File: src/rtl/ascon_pkg.sv
// Shared types and defaults for the Ascon stream front-end.
// Holds the FSM state encoding, default field widths and beat-counter sizing.
// Pure declarations; no logic, no timing.
package ascon_pkg;

  typedef enum logic [1:0] {
    LOAD   = 2'd0,
    RUN    = 2'd1,
    UNLOAD = 2'd2
  } state_t;

  localparam int unsigned K_DEF = 128;
  localparam int unsigned N_DEF = 128;
  localparam int unsigned L_DEF = 32;
  localparam int unsigned Y_DEF = 32;
  localparam int unsigned T_DEF = 128;

  function automatic int unsigned max2(input int unsigned a, input int unsigned b);
    return (a > b) ? a : b;
  endfunction

  // Bits needed to count beats 0..beats-1 (at least one bit).
  function automatic int unsigned beat_cnt_w(input int unsigned beats);
    return (beats > 1) ? $clog2(beats) : 1;
  endfunction

endpackage

File: src/rtl/ascon_lane_shreg.sv
// MSB-first lane shift register: shifts lane in at the LSBs while beat < LF/W.
// Latency: one cycle from enabled beat to parallel output.
// No backpressure; freezes once full until clear or reset.
module ascon_lane_shreg #(
  parameter int unsigned LF = 32,
  parameter int unsigned W  = 8,
  parameter int unsigned CW = 4
) (
  input  logic          clk,
  input  logic          rst,
  input  logic          clr,
  input  logic          en,
  input  logic [CW-1:0] beat,
  input  logic [W-1:0]  lane,
  output logic [LF-1:0] q
);

  localparam int unsigned LIM_I = LF / W;
  localparam logic [CW:0] LIM   = LIM_I[CW:0];

  // Shift while the field still has room; first beat ends up at the MSBs.
  always_ff @(posedge clk) begin
    if (rst || clr) begin
      q <= '0;
    end else if (en && ({1'b0, beat} < LIM)) begin
      q <= (q << W) | LF'(lane);
    end
  end

endmodule

File: src/rtl/ascon_stream_io.sv
// Lane-wide stream front-end for the Ascon AEAD core (decrypt option: ASCON_DECRYPT_EN).
// Latency: core_start the cycle after the last input beat; out_valid the cycle after core_done.
// Backpressure: in_ready depends on state only; output beats hold stable while out_ready=0.
module ascon_stream_io
  import ascon_pkg::*;
#(
  parameter int unsigned K = K_DEF,
  parameter int unsigned N = N_DEF,
  parameter int unsigned L = L_DEF,
  parameter int unsigned Y = Y_DEF,
  parameter int unsigned T = T_DEF,
  parameter int unsigned W = 8
) (
  input  logic         clk,
  input  logic         rst,
`ifdef ASCON_DECRYPT_EN
  input  logic         mode_i,
  input  logic [W-1:0] in_tag,
  output logic         mode_o,
  output logic         tag_ok,
`endif
  input  logic         in_valid,
  output logic         in_ready,
  input  logic [W-1:0] in_key,
  input  logic [W-1:0] in_nonce,
  input  logic [W-1:0] in_ad,
  input  logic [W-1:0] in_data,
  output logic         out_valid,
  input  logic         out_ready,
  output logic [W-1:0] out_data,
  output logic [W-1:0] out_tag,
  output logic         out_last,
  output logic [K-1:0] key_o,
  output logic [N-1:0] nonce_o,
  output logic [L-1:0] ad_o,
  output logic [Y-1:0] data_o,
  output logic         core_start,
  input  logic         core_done,
  input  logic [Y-1:0] core_data_i,
  input  logic [T-1:0] core_tag_i
);

  localparam int unsigned BI     = max2(max2(K, N), max2(L, Y)) / W;
  localparam int unsigned BO     = max2(Y, T) / W;
  localparam int unsigned CW     = beat_cnt_w(max2(BI, BO));
  localparam int unsigned BI_M1  = BI - 1;
  localparam int unsigned BO_M1  = BO - 1;
  localparam int unsigned YB_I   = Y / W;
  localparam int unsigned TB_I   = T / W;
  localparam logic [CW-1:0] LAST_IN  = BI_M1[CW-1:0];
  localparam logic [CW-1:0] LAST_OUT = BO_M1[CW-1:0];
  localparam logic [CW:0]   Y_BEATS  = YB_I[CW:0];
  localparam logic [CW:0]   T_BEATS  = TB_I[CW:0];

  state_t        state, state_nxt;
  logic [CW-1:0] beat, beat_nxt;
  logic          acc, out_acc, done_cap, clr;
  logic [Y-1:0]  data_q, data_sh;
  logic [T-1:0]  tag_q, tag_sh;
  logic          tag_lane_en;

  assign in_ready   = (state == LOAD);
  assign out_valid  = (state == UNLOAD);
  assign core_start = (state == RUN);
  assign acc        = in_valid & in_ready;
  assign out_acc    = out_valid & out_ready;
  assign done_cap   = core_start & core_done;
  assign out_last   = out_valid && (beat == LAST_OUT);
  // Last unload beat leaving: wipe operands and results for the next message.
  assign clr        = out_acc && (beat == LAST_OUT);

  // State and shared beat counter register.
  always_ff @(posedge clk) begin
    if (rst) begin
      state <= LOAD;
      beat  <= '0;
    end else begin
      state <= state_nxt;
      beat  <= beat_nxt;
    end
  end

  // Next-state and beat-counter sequencing.
  always_comb begin
    state_nxt = state;
    beat_nxt  = beat;
    case (state)
      LOAD: begin
        if (acc) begin
          if (beat == LAST_IN) begin
            state_nxt = RUN;
            beat_nxt  = '0;
          end else begin
            beat_nxt = beat + 1'b1;
          end
        end
      end
      RUN: begin
        if (core_done) state_nxt = UNLOAD;
      end
      UNLOAD: begin
        if (out_acc) begin
          if (beat == LAST_OUT) begin
            state_nxt = LOAD;
            beat_nxt  = '0;
          end else begin
            beat_nxt = beat + 1'b1;
          end
        end
      end
      default: begin
        state_nxt = LOAD;
        beat_nxt  = '0;
      end
    endcase
  end

  ascon_lane_shreg #(.LF(K), .W(W), .CW(CW)) u_key (
    .clk(clk), .rst(rst), .clr(clr), .en(acc), .beat(beat), .lane(in_key), .q(key_o));
  ascon_lane_shreg #(.LF(N), .W(W), .CW(CW)) u_nonce (
    .clk(clk), .rst(rst), .clr(clr), .en(acc), .beat(beat), .lane(in_nonce), .q(nonce_o));
  ascon_lane_shreg #(.LF(L), .W(W), .CW(CW)) u_ad (
    .clk(clk), .rst(rst), .clr(clr), .en(acc), .beat(beat), .lane(in_ad), .q(ad_o));
  ascon_lane_shreg #(.LF(Y), .W(W), .CW(CW)) u_data (
    .clk(clk), .rst(rst), .clr(clr), .en(acc), .beat(beat), .lane(in_data), .q(data_o));

  // Capture core results on the done pulse; only honoured while running.
  always_ff @(posedge clk) begin
    if (rst || clr) begin
      data_q <= '0;
      tag_q  <= '0;
    end else if (done_cap) begin
      data_q <= core_data_i;
      tag_q  <= core_tag_i;
    end
  end

`ifdef ASCON_DECRYPT_EN
  logic [T-1:0] exp_tag;

  ascon_lane_shreg #(.LF(T), .W(W), .CW(CW)) u_exp_tag (
    .clk(clk), .rst(rst), .clr(clr), .en(acc), .beat(beat), .lane(in_tag), .q(exp_tag));

  // Mode sampled on the first beat; tag comparison registered on done.
  always_ff @(posedge clk) begin
    if (rst || clr) begin
      mode_o <= 1'b0;
      tag_ok <= 1'b0;
    end else begin
      if (acc && (beat == '0)) mode_o <= mode_i;
      if (done_cap)            tag_ok <= (core_tag_i == exp_tag);
    end
  end

  assign tag_lane_en = ~mode_o;
`else
  assign tag_lane_en = 1'b1;
`endif

  // MSB-first output lane selection; fields shorter than BO beats pad with zero.
  always_comb begin
    data_sh  = data_q << (int'(beat) * W);
    tag_sh   = tag_q << (int'(beat) * W);
    out_data = '0;
    out_tag  = '0;
    if (out_valid && ({1'b0, beat} < Y_BEATS)) out_data = data_sh[Y-1 -: W];
    if (out_valid && tag_lane_en && ({1'b0, beat} < T_BEATS)) out_tag = tag_sh[T-1 -: W];
  end

endmodule

File: config.mk
export PLATFORM = sky130hd
export DESIGN_NAME = ascon_stream_io
export DESIGN_NICKNAME = d
export VERILOG_FILES = /design/src/rtl/ascon_pkg.sv /design/src/rtl/ascon_lane_shreg.sv /design/src/rtl/ascon_stream_io.sv
export SDC_FILE = /design/constraint.sdc
export NUM_CORES = 1
export LEC_CHECK = 0
export ABC_CLOCK_PERIOD_IN_PS = 4000
export CAP_MARGIN = 0
export CORE_AREA = 2 2 209 211
export DETAILED_ROUTE_END_ITERATION = 12
export DIE_AREA = 0 0 211 213
export HOLD_SLACK_MARGIN = 0.05
export PLACE_DENSITY = 0.73
export SYNTH_ARGS = -nofsm -noshare
export SYNTH_HDL_FRONTEND = slang
export SYNTH_SLANG_ARGS = --single-unit
File: constraint.sdc
create_clock -name clk -period 4 [get_ports clk]
set_clock_uncertainty 0.05 [all_clocks]
set_input_delay 0.8 -clock clk [delete_from_list [all_inputs] [get_ports clk]]
set_output_delay 0.8 -clock clk [all_outputs]
set_load 0.02 [all_outputs]
==> run_results.csv, run 1 <==
group,metric,value,unit
grt,grt_start_max_net_pins,257,
floorplan,die_x,211,µm
logic_synthesis,yosys-top-cells-count,"nand2_1 (973), a21oi_1 (486), dfxtp_1 (486)",
detailed_routing,route.layer.met1.wl,22200,µm
critical_path,critPathRequiredTime,3.15,ns
grt,grt_pass1_vias,15600,
critical_path,end_kind,"primary output",
grt,antenna_found_initial,4,
place,place_hpwl,40300,µm
critical_path,crit_path_start_kind,"flop",
floorplan,dieArea,44900,µm²
logic_synthesis,seq_area_frac_synth,54.1,%
pwr,p_sw,2.25,mW
run,drv_cap,0,
pwr,p_int,7.63,mW
place,gp_congestion,0.909,
clock_network,cts_setup_buffers,0,
pwr,power.total,9.88,mW
min_path,hp-class,"flop to flop",
clock_network,clk-insertion-delay-late,0.60,ns
pwr,p_comb_share,6.1,%
grt,grt_usage,23.9,%
clock_network,cts_resized,0,
floorplan,initial_core_util,42.1,%
clock_network,clockBufferDepth,3,
sta,finalMaxSlewViolations,0,
detailed_routing,wl,56600,µm
place,pre_cts_slack,0.759,ns
detailed_routing,dr_wl_met3,4490,µm
sta,setup_tns,0,ns
status,status,"finished, final reports clean",
floorplan,ios,537,
logic_synthesis,yosys-top-cells-area,"dfxtp_1 (54%), nand2_1 (20%), a21oi_1 (14%), mux4_2 (4.0%), clkbuf_1 (2.3%)",
detailed_routing,maxUsedRoutingLayer,"met4",
floorplan,core-area,42700,µm²
place,io_buffer_count,536,
sta,setup_slack,0.126,ns
logic_synthesis,synthFlopType,"dfxtp_1",
logic_synthesis,synthCells,2236,
critical_path,critPathKind,"flop to primary output",
logic_synthesis,yosysWarnings,0,
sta,setup_viol,0,
final_layout,syn2layout_area_growth,39.2,%
logic_synthesis,yosys.area.top_type,"dfxtp_1",
detailed_routing,wl_met2,27700,µm
detailed_routing,via_count,16900,
floorplan,die_h,213,µm
logic_synthesis,syn_avg_cell_area,8.04,µm²
sta,fin_crit_sh,96.9,%
sta,hold_viol,0,
logic_synthesis,synth_edf_count,0,
grt,gr-total-overflow,0,
clock_network,clock_sinks,486,
clock_network,tritoncts,"built",
grt,grt_pass1_wl,85000,µm
detailed_routing,vias_per_cell,5.21,
sta,timing.fmax,258,MHz
logic_synthesis,synth_top_area_share,54.1,%
floorplan,rows,76,
pwr,leakage,8.13,nW
detailed_routing,drt-pass1-iter-count,6,
clock_network,cts_hold_buf,0,
clock_network,cts_root_buffer,"clkbuf_16",
logic_synthesis,synthArstFlopShare,0,%
critical_path,path_max_fanout,23,
clock_network,cts_buffers,50,
pwr,power.density,395,nW/µm²
pwr,irDropWorstVdd,0.239,mV
logic_synthesis,synthMostInstantiatedCell,"nand2_1",
final_layout,num-nets-final,2866,
detailed_routing,drc,0,
final_layout,drive_above_1_share,5.04,%
pwr,p_seq_share,49.8,%
sta,max_slew_margin,12.5,%
pwr,pwr-share-clk,44.1,%
critical_path,cp.arrival,3.02,ns
detailed_routing,drt_iter0_drc,1423,
sta,post-route-min-period,3.87,ns
clock_network,clkTransAtPathRegs,0.06,ns
detailed_routing,antenna_left,0,
logic_synthesis,synth.distinct_cells,34,
sta,tightest_slew,1.31,ns
clock_network,htreeDepth,2,
pwr,switching_share,22.8,%
logic_synthesis,synth_nets,2434,
logic_synthesis,ys_seq_elements,486,
detailed_routing,post_drt_wl_per_cell,17.4,µm
sta,rsz0062_at_grt,"false",
logic_synthesis,syn_area,18000,µm²
## power by group through the flow
stage | registers, mW | logic (mW) | clock network (mW)
after CTS | 4.92 | 0.603 | 4.44
after floorplan | 5.05 | 0.250 | 0
final | 4.92 | 0.602 | 4.36
after global placement | 5.03 | 0.598 | 0
after detailed placement | 5.03 | 0.601 | 0
after global routing | 4.93 | 0.643 | 4.64
## path summary, 6_finish.rpt
kind	from	endpoint	slack [ns]	depth (start not counted)
max	beat[1]	out_tag[6]	0.13	5
min	u_nonce.q[124]	u_nonce.q[124]	0.40	2
max reg2reg	beat[0]	u_key.q[40]	1.20	6
min reg2reg	u_nonce.q[124]	u_nonce.q[124]	0.40	2
## state kept, by name, indices dropped and copies added (netlist names)
register,flops
data_q,32
tag_q,128
u_ad.q,32
u_key.q,128
state,2
u_nonce.q,128
beat,4
u_data.q,32
## cells by family after synthesis
kind of cell | Yosys count | share of synthesized area (%)
muxes | 49 | 4.96
AOI/OAI and AO/OA | 517 | 14.7
buffers and inverters | 178 | 4.63
DFF | 486 | 54.1
adders and majority gates | 1 | 0.0696
and+or+nand+nor | 1005 | 21.5
## critical path, cell delays in order (launching register included)
cell and delay, ns:
dfxtp_2 0.73, buf_4 0.26, mux4_2 0.50, o21ai_0 0.24
nand2_1 0.13, clkdlybuf4s50_1 0.56
## placed cells by master, fill, tap and decap left out, types with 2 or more instances in the layout
cell             Yosys  routed
a21oi_1            486     486
nor2_1               5       5
clkbuf_1           110      18
nand2_1            973     972
clkdlybuf4s50_1      0     536
diode_2              0       4
clkbuf_16            0      50
a221oi_1             8       8
clkbuf_8             0       5
dfxtp_2              0       2
buf_4                3      12
or3b_2               2       2
inv_6                0       3
mux4_2              32      32
buf_12               0      10
o21ai_0             11      11
mux2i_1             16      16
a22oi_1              8       8
nor2b_1             11      11
clkinv_2             0       5
dfxtp_1            486     484
## metal layers
metal / track usage, % / up-vias
met5: 0 / -
met3: 5.59 / 111
li1: - / 8181
met1: 28.5 / 7940
met4: 10.9 / 0
met2: 40.9 / 711
## layout make-up
cell class                 instances  area (µm²)
fill                            3781       17700
timing repair buffer             558        5660
sequential                       486        9730
antenna                            4        10.0
multi-input combinational       1572        7450
clock buffer                      73        1390
clock inverter                    12         114
tap                              546         683
## stage by stage
step	hold WS (ns)	cell area (µm²)	std cells	util, %
3_3_place_gp	0.390	23500	3162	55.1
6_report	0.403	25000	3251	58.6
2_1_floorplan	0.383	18000	2236	-
4_1_cts	0.403	25000	3247	58.6
3_5_place_dp	0.395	23500	3162	55.1
5_1_grt	0.421	25000	3250	58.6
Note: power is estimated with default switching activity, not from simulation.
==> run 2: changes to the inputs <==
--- a/config.mk
+++ b/config.mk
@@ -5,13 +5,14 @@
 export SDC_FILE = /design/constraint.sdc
 export NUM_CORES = 1
 export LEC_CHECK = 0
+export ABC_AREA = 1
 export ABC_CLOCK_PERIOD_IN_PS = 4000
 export CAP_MARGIN = 0
-export CORE_AREA = 2 2 209 211
+export CORE_MARGIN = 1.5
+export CORE_UTILIZATION = 45
 export DETAILED_ROUTE_END_ITERATION = 12
-export DIE_AREA = 0 0 211 213
 export HOLD_SLACK_MARGIN = 0.05
-export PLACE_DENSITY = 0.73
+export PLACE_DENSITY = 0.76
 export SYNTH_ARGS = -nofsm -noshare
 export SYNTH_HDL_FRONTEND = slang
 export SYNTH_SLANG_ARGS = --single-unit
==> run 2 against run 1 <==
Net effect:
- final cell count rose by 11%
- largest cell class unchanged
- synthesized cell count is 17% higher
- area after synthesis is 5.3% higher
- via count is 11% higher
- clock power rose by 7.6%
- largest power group unchanged
==> run_results.csv, run 2 <==
group,metric,value,unit
clock_network,tritoncts,"built",
final_layout,largest_registers,"tag_q (128), u_key.q (128), u_nonce.q (128)",
floorplan,dieArea,43300,µm²
grt,grt_start_max_net_pins,258,
logic_synthesis,seq_area_frac_synth,51.4,%
sta,rsz0062_at_grt,"false",
floorplan,ios,537,
detailed_routing,antenna_left,0,
logic_synthesis,synth_top_area_share,51.4,%
clock_network,cts_root_buffer,"clkbuf_16",
critical_path,end_kind,"primary output",
clock_network,clockBufferDepth,3,
floorplan,die_x,208,µm
sta,hold_viol,0,
critical_path,reg2reg_depth,8,
logic_synthesis,yosys-top-cells-area,"dfxtp_1 (51%), nand2_1 (20%), a21oi_1 (13%), nand3_1 (5.9%), buf_2 (2.1%)",
status,status,"finished, final reports clean",
final_layout,num-nets-final,3214,
detailed_routing,drt-pass1-iter-count,5,
sta,fin_crit_sh,94.4,%
min_path,hp-class,"flop to flop",
floorplan,initial_core_util,46.0,%
critical_path,critPathKind,"flop to primary output",
pwr,irDropWorstVdd,0.347,mV
detailed_routing,post_drt_wl_per_cell,17.8,µm
run,drv_cap,0,
logic_synthesis,synthArstFlopShare,0,%
detailed_routing,via_count,18800,
logic_synthesis,yosys-top-cells-count,"nand2_1 (1027), a21oi_1 (499), dfxtp_1 (486)",
grt,grt_usage,28.3,%
detailed_routing,drc,0,
final_layout,final_cell_mix,"nand2_1 (1025), clkdlybuf4s50_1 (535), a21oi_1 (499)",
critical_path,cp.arrival,2.93,ns
logic_synthesis,synth_nets,2806,
logic_synthesis,syn_avg_cell_area,7.26,µm²
final_layout,multi_input_area,7840,µm²
critical_path,critical_path.cell_chain,"buf_4 -> nand2_1 -> nand2_1 -> nand2_1 -> nand3_1 -> nand3_1 -> a21oi_1 -> clkdlybuf4s50_1",
sta,tightest_slew,1.15,ns
critical_path,crit_start,"beat[0]",
grt,gr-total-overflow,0,
logic_synthesis,synthFlopType,"dfxtp_1",
final_layout,syn2layout_area_growth,36.9,%
detailed_routing,vias_per_cell,5.23,
critical_path,slowest_delay,0.66,ns
logic_synthesis,synthMostInstantiatedCell,"nand2_1",
place,place_hpwl,43200,µm
clock_network,cts_resized,0,
place,gp_congestion,0.899,
min_path,hp-start,"tag_q[105]",
critical_path,worstSetupPathDepth,8,
floorplan,die_h,208,µm
grt,antenna_found_initial,13,
critical_path,reg2reg_slack,1.01,ns
clock_network,clk-insertion-delay-late,0.58,ns
floorplan,rows,74,
grt,grt_pass1_wl,98400,µm
pwr,power.density,400,nW/µm²
logic_synthesis,synth_edf_count,0,
place,place_inst,3496,
critical_path,crit_path_end,"out_tag[3]",
critical_path,path_buf_inv,2,
final_layout,layout.cells.most_common,"nand2_1",
clock_network,cts_buffers,50,
critical_path,regToRegStartpoint,"state[0]",
grt,grt_pass1_vias,17700,
logic_synthesis,ys_seq_elements,486,
sta,max_slew_margin,23.6,%
critical_path,cpLargestDelayFamily,"buffers and inverters",
critical_path,timing.rr.end,"tag_q[116]",
sta,finalMaxSlewViolations,0,
clock_network,htreeDepth,2,
sta,setup_tns,0,ns
final_layout,finalNonFillerCells,3597,
clock_network,clock_sinks,486,
sta,post-route-min-period,3.78,ns
critical_path,crit_path_start_kind,"flop",
logic_synthesis,synth.distinct_cells,23,
detailed_routing,wl,64000,µm
place,io_buffer_count,536,
critical_path,path_max_fanout,82,
final_layout,seq_area,9730,µm²
clock_network,clkTransAtPathRegs,0.06,ns
critical_path,critPathRequiredTime,3.15,ns
sta,setup_viol,0,
logic_synthesis,synthCells,2608,
logic_synthesis,yosysWarnings,0,
final_layout,drive_above_1_share,3.93,%
critical_path,cp_common_cell,"nand2_1",
critical_path,cpMaxStageDelayCell,"buf_4",
pwr,leakage,8.84,nW
sta,timing.fmax,265,MHz
logic_synthesis,syn_area,18900,µm²
detailed_routing,drt_iter0_drc,1574,
logic_synthesis,yosys.area.top_type,"dfxtp_1",
final_layout,num-fill-cells,3517,
clock_network,cts_setup_buffers,0,
floorplan,core-area,41200,µm²
clock_network,cts_hold_buf,0,
## run 2: power breakdown
| part | total, mW | switching (mW) | internal, mW |
|---|---|---|---|
| combinational | 0.767 | 0.449 | 0.319 |
| clock | 4.69 | 1.93 | 2.76 |
| sequential | 4.91 | 0.0341 | 4.88 |
| total | 10.4 | 2.41 | 7.95 |
## run 2: layer usage
| metal | vias up | share of wire, % | GRT usage (%) |
|---|---|---|---|
| met3 | 147 | 8.8 | 8.53 |
| met1 | 8746 | 40 | 34.3 |
| met4 | 4 | 5.2 | 14.3 |
| met5 | - | 0.041 | 0 |
| li1 | 9180 | - | - |
| met2 | 746 | 46 | 45.7 |
## run 2: stage by stage
step | power, mW | utilization (%) | hold WS (ns) | setup WS (ns) | area, µm²
after floorplan | 5.42 | - | 0.387 | 1.66 | 18900
after global placement | 5.77 | 58.8 | 0.398 | 0.675 | 24200
after detailed placement | 5.78 | 58.8 | 0.402 | 0.657 | 24200
after CTS | 10.4 | 62.8 | 0.412 | 0.0201 | 25900
after global routing | 10.7 | 62.9 | 0.429 | 0.0391 | 25900
final | 10.4 | 62.9 | 0.412 | 0.224 | 25900
## run 2: area by class of cell
| class | count | share of cell area (%) |
|---|---|---|
| sequential | 486 | 37.5 |
| antenna | 11 | 0.106 |
| clock inverter | 14 | 0.512 |
| timing repair buffer | 558 | 21.7 |
| tap | 532 | 2.57 |
| clock buffer | 76 | 5.90 |
| multi-input combinational | 1820 | 30.2 |
| inverter | 100 | 1.49 |
## run 2: cell families after synthesis
group | count (synthesis) | share of synthesized area [%]
flip-flops | 486 | 51.4
AND/OR/NAND/NOR | 1299 | 27.3
buffers and inverters | 302 | 7.42
AO/OA/AOI/OAI | 519 | 13.7
adder cells (fa/ha/maj) | 1 | 0.0660
XOR/XNOR | 1 | 0.0462
## run 2: how the worst min path moves through the flow
stage	end	cells after the start	slack, ns
6_report	tag_q[105]	2	0.41
5_1_grt	tag_q[105]	2	0.43
4_1_cts	data_q[7]	2	0.41
3_5_place_dp	data_q[7]	2	0.40
3_3_place_gp	data_q[6]	2	0.40
2_1_floorplan	data_q[0]	2	0.39
## run 2: worst register-to-register path, delay by kind of cell, from the launching register on
| kind | cells | cell delay (ns) |
|---|---|---|
| AO/OA/AOI/OAI | 1 | 0.07 |
| AND/OR/NAND/NOR | 3 | 1.11 |
| buffers and inverters | 4 | 1.23 |
| flip-flops | 1 | 0.39 |
